==> src/rtl/pipeline_skid_register.sv <==
// pipeline_skid_register
//
// Elastic two-entry pipeline stage (main + skid register) with a valid/ready
// handshake on both sides. All handshake outputs are registered, so there is
// no combinational path from valid_in/ready_in/data_in to any output. The
// skid entry absorbs the one in-flight word that a registered ready_out
// implies. It also keeps saturating hazard counters for stalls and flushes.
//
// Parameters:
//   WIDTH        payload width in bits (>= 1)
//   COUNT_WIDTH  width of each statistics counter (>= 2)
//
// Ports:
//   clk          rising-edge clock
//   reset_n      asynchronous active-low reset
//   flush        synchronous flush, discards all held entries
//   count_clear  synchronous zeroing of both counters
//   valid_in     upstream offers data_in
//   ready_out    stage can accept this cycle (registered)
//   data_in      upstream payload
//   valid_out    data_out holds a valid entry (registered)
//   ready_in     downstream accepts this cycle
//   data_out     head payload (registered, never X)
//   occupancy    number of held entries, 0..2
//   stall_count  cycles with valid_out=1 and ready_in=0, saturating
//   flush_count  cycles with flush=1, saturating
module pipeline_skid_register #(
  parameter int WIDTH       = 32,
  parameter int COUNT_WIDTH = 16
) (
  input  logic                   clk,
  input  logic                   reset_n,
  input  logic                   flush,
  input  logic                   count_clear,
  input  logic                   valid_in,
  output logic                   ready_out,
  input  logic [WIDTH-1:0]       data_in,
  output logic                   valid_out,
  input  logic                   ready_in,
  output logic [WIDTH-1:0]       data_out,
  output logic [1:0]             occupancy,
  output logic [COUNT_WIDTH-1:0] stall_count,
  output logic [COUNT_WIDTH-1:0] flush_count
);

  // State encoding equals the number of held entries.
  typedef enum logic [1:0] {
    EMPTY = 2'd0,
    HALF  = 2'd1,
    FULL  = 2'd2
  } state_t;

  state_t                 r_state;
  logic                   r_valid;
  logic                   r_ready;
  logic [WIDTH-1:0]       r_main;
  logic [WIDTH-1:0]       r_skid;
  logic [COUNT_WIDTH-1:0] r_stall_count;
  logic [COUNT_WIDTH-1:0] r_flush_count;

  logic w_accept;
  logic w_emit;
  logic w_stall;

  assign w_accept = valid_in & r_ready;
  assign w_emit   = r_valid & ready_in;
  assign w_stall  = r_valid & ~ready_in;

  // Storage and handshake FSM. valid/ready are kept as their own registers
  // (rather than decoded from r_state) so the outputs come straight from flops.
  always_ff @(posedge clk or negedge reset_n) begin
    if (!reset_n) begin
      r_state <= EMPTY;
      r_valid <= 1'b0;
      r_ready <= 1'b1;
      r_main  <= '0;
      r_skid  <= '0;
    end else if (flush) begin
      // Flush wins over any transfer; an emit in this cycle is still delivered
      // because the downstream already sampled data_out.
      r_state <= EMPTY;
      r_valid <= 1'b0;
      r_ready <= 1'b1;
      r_main  <= '0;
      r_skid  <= '0;
    end else begin
      case (r_state)
        EMPTY: begin
          if (w_accept) begin
            r_main  <= data_in;
            r_state <= HALF;
            r_valid <= 1'b1;
          end
        end
        HALF: begin
          if (w_accept && w_emit) begin
            r_main <= data_in;
          end else if (w_accept) begin
            // Head is stuck; park the newcomer in the skid and drop ready.
            r_skid  <= data_in;
            r_state <= FULL;
            r_ready <= 1'b0;
          end else if (w_emit) begin
            // r_main keeps the last emitted value while empty.
            r_state <= EMPTY;
            r_valid <= 1'b0;
          end
        end
        FULL: begin
          if (w_emit) begin
            r_main  <= r_skid;
            r_state <= HALF;
            r_ready <= 1'b1;
          end
        end
        default: begin
          r_state <= EMPTY;
          r_valid <= 1'b0;
          r_ready <= 1'b1;
        end
      endcase
    end
  end

  // Statistics counters: saturate at all-ones, clear has priority, and
  // they are independent of flush.
  always_ff @(posedge clk or negedge reset_n) begin
    if (!reset_n) begin
      r_stall_count <= '0;
      r_flush_count <= '0;
    end else if (count_clear) begin
      r_stall_count <= '0;
      r_flush_count <= '0;
    end else begin
      if (w_stall && !(&r_stall_count)) begin
        r_stall_count <= r_stall_count + 1'b1;
      end
      if (flush && !(&r_flush_count)) begin
        r_flush_count <= r_flush_count + 1'b1;
      end
    end
  end

  assign ready_out   = r_ready;
  assign valid_out   = r_valid;
  assign data_out    = r_main;
  assign occupancy   = r_state;
  assign stall_count = r_stall_count;
  assign flush_count = r_flush_count;

endmodule
==> config.mk <==
export PLATFORM = sky130hd
export DESIGN_NAME = pipeline_skid_register
export DESIGN_NICKNAME = d
export VERILOG_FILES = /design/src/rtl/pipeline_skid_register.sv
export SDC_FILE = /design/constraint.sdc
export NUM_CORES = 1
export LEC_CHECK = 0
export ABC_CLOCK_PERIOD_IN_PS = 1800
export BUFFER_PORTS_ARGS = -buffer_cell sky130_fd_sc_hd__buf_2
export CAP_MARGIN = 20
export CORE_ASPECT_RATIO = 0.75
export CORE_MARGIN = 10
export CORE_UTILIZATION = 30
export DETAILED_ROUTE_END_ITERATION = 7
export GPL_ROUTABILITY_DRIVEN = 1
export PLACE_DENSITY = 0.6
export SLEW_MARGIN = 20
export SYNTH_ARGS = -nofsm -noshare
export SYNTH_HDL_FRONTEND = slang
export SYNTH_SLANG_ARGS = --single-unit
export TNS_END_PERCENT = 30
==> constraint.sdc <==
create_clock -name clk -period 1.8 [get_ports clk]
set_input_delay 0.18 -clock clk [delete_from_list [all_inputs] [get_ports clk]]
set_output_delay 0.18 -clock clk [all_outputs]
set_load 0.01 [all_outputs]
==> impl_metrics.yaml <==
status:
  status: "complete, no violations"
drt:
  drt_iter0_drc: 293
  via_per_inst: 5.054
  ant_nets: 0
  via_count: 4306
  drc: 0
  dr.pass1.iters: 5
  wl_um: 13850
  wl_per_cell_um: 16.26
power:
  p_sw_mw: 1.617
  ir_drop_mv: 0.4857
  p_int_mw: 3.794
  power.density_nw_per_um2: 862.2
  clkPwrFrac_pct: 35.9
  p_total_mw: 5.411
  switching_share_pct: 29.89
  pwr-share-comb_pct: 17.6
  pwr-share-seq_pct: 46.5
  p_leak_nw: 2.809
yosys:
  synth.area.mux_share_pct: 8.403
  async_flop_share_pct: 100.0
  yosysUniqueCellTypes: 47
  synth_edf_count: 0
  syn_area_um2: 4959
  synth_compound_area_share_pct: 15.32
  synthAdderAreaFrac_pct: 0.5047
  ys_ff_latch: 100
  synth-simple-area-share_pct: 20.54
  yosys_warnings: 0
  synth.net_count: 553
  synth_cells: 513
  synth-seq-area-share_pct: 50.49
  synth_top_flop_cell: "dfrtp_1"
  syn-mean-instance-area_um2: 9.666
  synth_top_family_by_area: "simple AND/OR/NAND/NOR gates"
  synth-xor-area-share_pct: 0.1766
floorplanning:
  die_h_um: 131.3
  num_rows: 40
  fp.dieW_um: 168.5
  io_pins: 106
  design.core.area_um2: 16120
  start_util_pct: 30.77
  dieArea_um2: 22120
worst_setup_path:
  max_stage_delay_ns: 0.54
  startpoint_type: "flop"
  crit_top_cell: "and4_4"
  crit_chain: "ha_2 -> and4_4 -> and4_4 -> or4_1 -> a21oi_2"
  crit_required_ns: 2.08
  crit_arrival_ns: 2.03
  path_max_fanout: 22
  crit_type: "flop to flop"
  crit_family: "simple AND/OR/NAND/NOR gates"
  worstSetupEndpointType: "flop"
  slowest_stage: "or4_1"
  crit_buf_inv: 0
placement:
  dp.cells: 834
  dp.final_hpwl_um: 9772
  io_buffer_count: 105
  placed_area_um2: 5931
  place_ws_ns: -0.1277
  gp_congestion: 0.8422
clock_tree:
  clk-insertion-delay-late_ns: 0.35
  clockRootBuffer: "clkbuf_16"
  htree_levels: 3
  clk_pin_slew_ns: 0.08
  cts_buffer_depth: 2
  cts_sinks: 100
  cts_tree: "yes"
  cts_buffers: 9
global_routing:
  antenna_found_initial: 0
  grt_pass1_vias: 4316
  grt_max_degree: 69
  overflow: 0
  grt.total_usage_pct: 12.37
  grt_first_pass_wirelength_um: 22670
job:
  cap_violations: 0
sta:
  slew_headroom_pct: 74.38
  setup_violations: 0
  fmax_mhz: 573.3
  period_minus_slack_ns: 1.744
  rsz0062_at_grt: "yes"
  drv_slew: 0
  finClkSkew_ns: 0.01090
  worst-slew-pin-transition_ns: 0.3811
  hold_viol: 0
  hold_ws_ns: 0.06368
  fin_crit_sh_pct: 96.91
  finalWorstSetupSlack_ns: 0.05571
finish:
  stdcell_count: 852
  layout_common_cells: "115 x nand2_1, 104 x buf_2, 99 x dfrtp_1"
  final_nets: 677
  stdcell_area_um2: 6276
  syn2layout_area_growth_pct: 26.57
  final_common_cell: "nand2_1"
  antenna-diode-count: 0
  drive_above_1_share_pct: 28.19
min_path:
  hp-class: "input pin to flop"
-- repair_timing --
action	4_1_cts	5_1_grt
hold endpoints to repair	17	0
pin swaps	0	1
hold buffers	1	0
setup endpoints to repair	12	11
setup buffers	0	1
gates resized for setup	2	7
-- stage by stage --
step,util [%],TNS [ns]
after global placement,36.80,-0.3416
final,38.94,0
after floorplan,-,-0.008504
after CTS,38.70,0
after detailed placement,36.80,-0.8500
after global routing,38.94,-0.1361
-- power by group through the flow --
stage	clock [mW]	combinational (mW)	sequential [mW]
after CTS	2.00	0.974	2.52
after floorplan	0	0.497	2.61
after global routing	2.07	1.06	2.54
after global placement	0	0.947	2.55
final	1.94	0.951	2.52
after detailed placement	0	0.972	2.56
-- cell type report --
type / count / area [µm²]
well taps: 210 / 262.8
clock inverters: 6 / 55.05
inverters: 6 / 22.52
multi-input cells: 373 / 2272
flip-flops and latches: 100 / 2504
fillers: 1617 / 9839
repair buffers: 147 / 920.9
clock buffers: 10 / 239.0
-- worst reg2reg max path: stages, from the launching register on --
cell and delay (ns):
dfrtp_1 0.39, ha_2 0.19, and4_4 0.19, and4_4 0.25
or4_1 0.54, a21oi_2 0.14
-- synth_stat cells, drive strengths merged (2+ instances only) --
library cell,number,area [µm²]
clkbuf,12,45.04
mux2,5,56.30
and2,2,12.51
dfrtp,99,2477
mux2i,36,360.4
inv,5,18.77
ha,2,25.02
nand3,13,65.06
nor2b,9,56.30
nor3,5,25.02
nand2,115,431.7
and4,5,46.29
o31ai,40,300.3
a21oi,55,275.3
buf,22,158.9
nand4,11,75.07
nor4,6,52.55
nand2b,2,12.51
and3,6,37.54
o21ai,16,80.08
or3,8,50.05
nor2,13,51.30
a31oi,2,12.51
and4b,2,20.02
or4,8,60.06
-- layer usage --
layer | global-route usage [%] | vias up | share of wire, % | routed length (µm)
met1 | 15.33 | 2094 | 45 | 6218
li1 | - | 2089 | - | -
met3 | 3.933 | 13 | 5.7 | 789
met5 | 0 | - | 0 | 0
met4 | 4.054 | 0 | 1.4 | 189
met2 | 19.87 | 110 | 48 | 6653
-- state kept, by name, summed over array words and instances, names as in the netlist --
signal / flops
flush_count: 16
valid_out: 1
occupancy: 2
r_skid: 32
stall_count: 16
data_out: 32
ready_out: 1
-- path summary, 6_finish.rpt --
| check | start | end | slack [ns] | depth (start not counted) |
|---|---|---|---|---|
| hold / removal | data_in[26] | r_skid[26] | 0.06 | 3 |
| max in group asynchronous | reset_n | data_out[18] | 1.00 | 3 |
| hold reg to reg | data_out[4] | data_out[4] | 0.47 | 2 |
| setup reg to reg | stall_count[1] | stall_count[11] | 0.06 | 5 |
| setup / recovery | stall_count[1] | stall_count[11] | 0.06 | 5 |
| min in group asynchronous | reset_n | r_skid[4] | 0.25 | 2 |
-- cell families after synthesis --
kind of cell / count (synthesis)
xor gates and xnor gates: 1
AOI/OAI and AO/OA: 121
DFF: 100
and+or+nand+nor: 208
buffers and inverters: 40
muxes: 41
adders and majority gates: 2
Power figures use the tool's default switching activity.
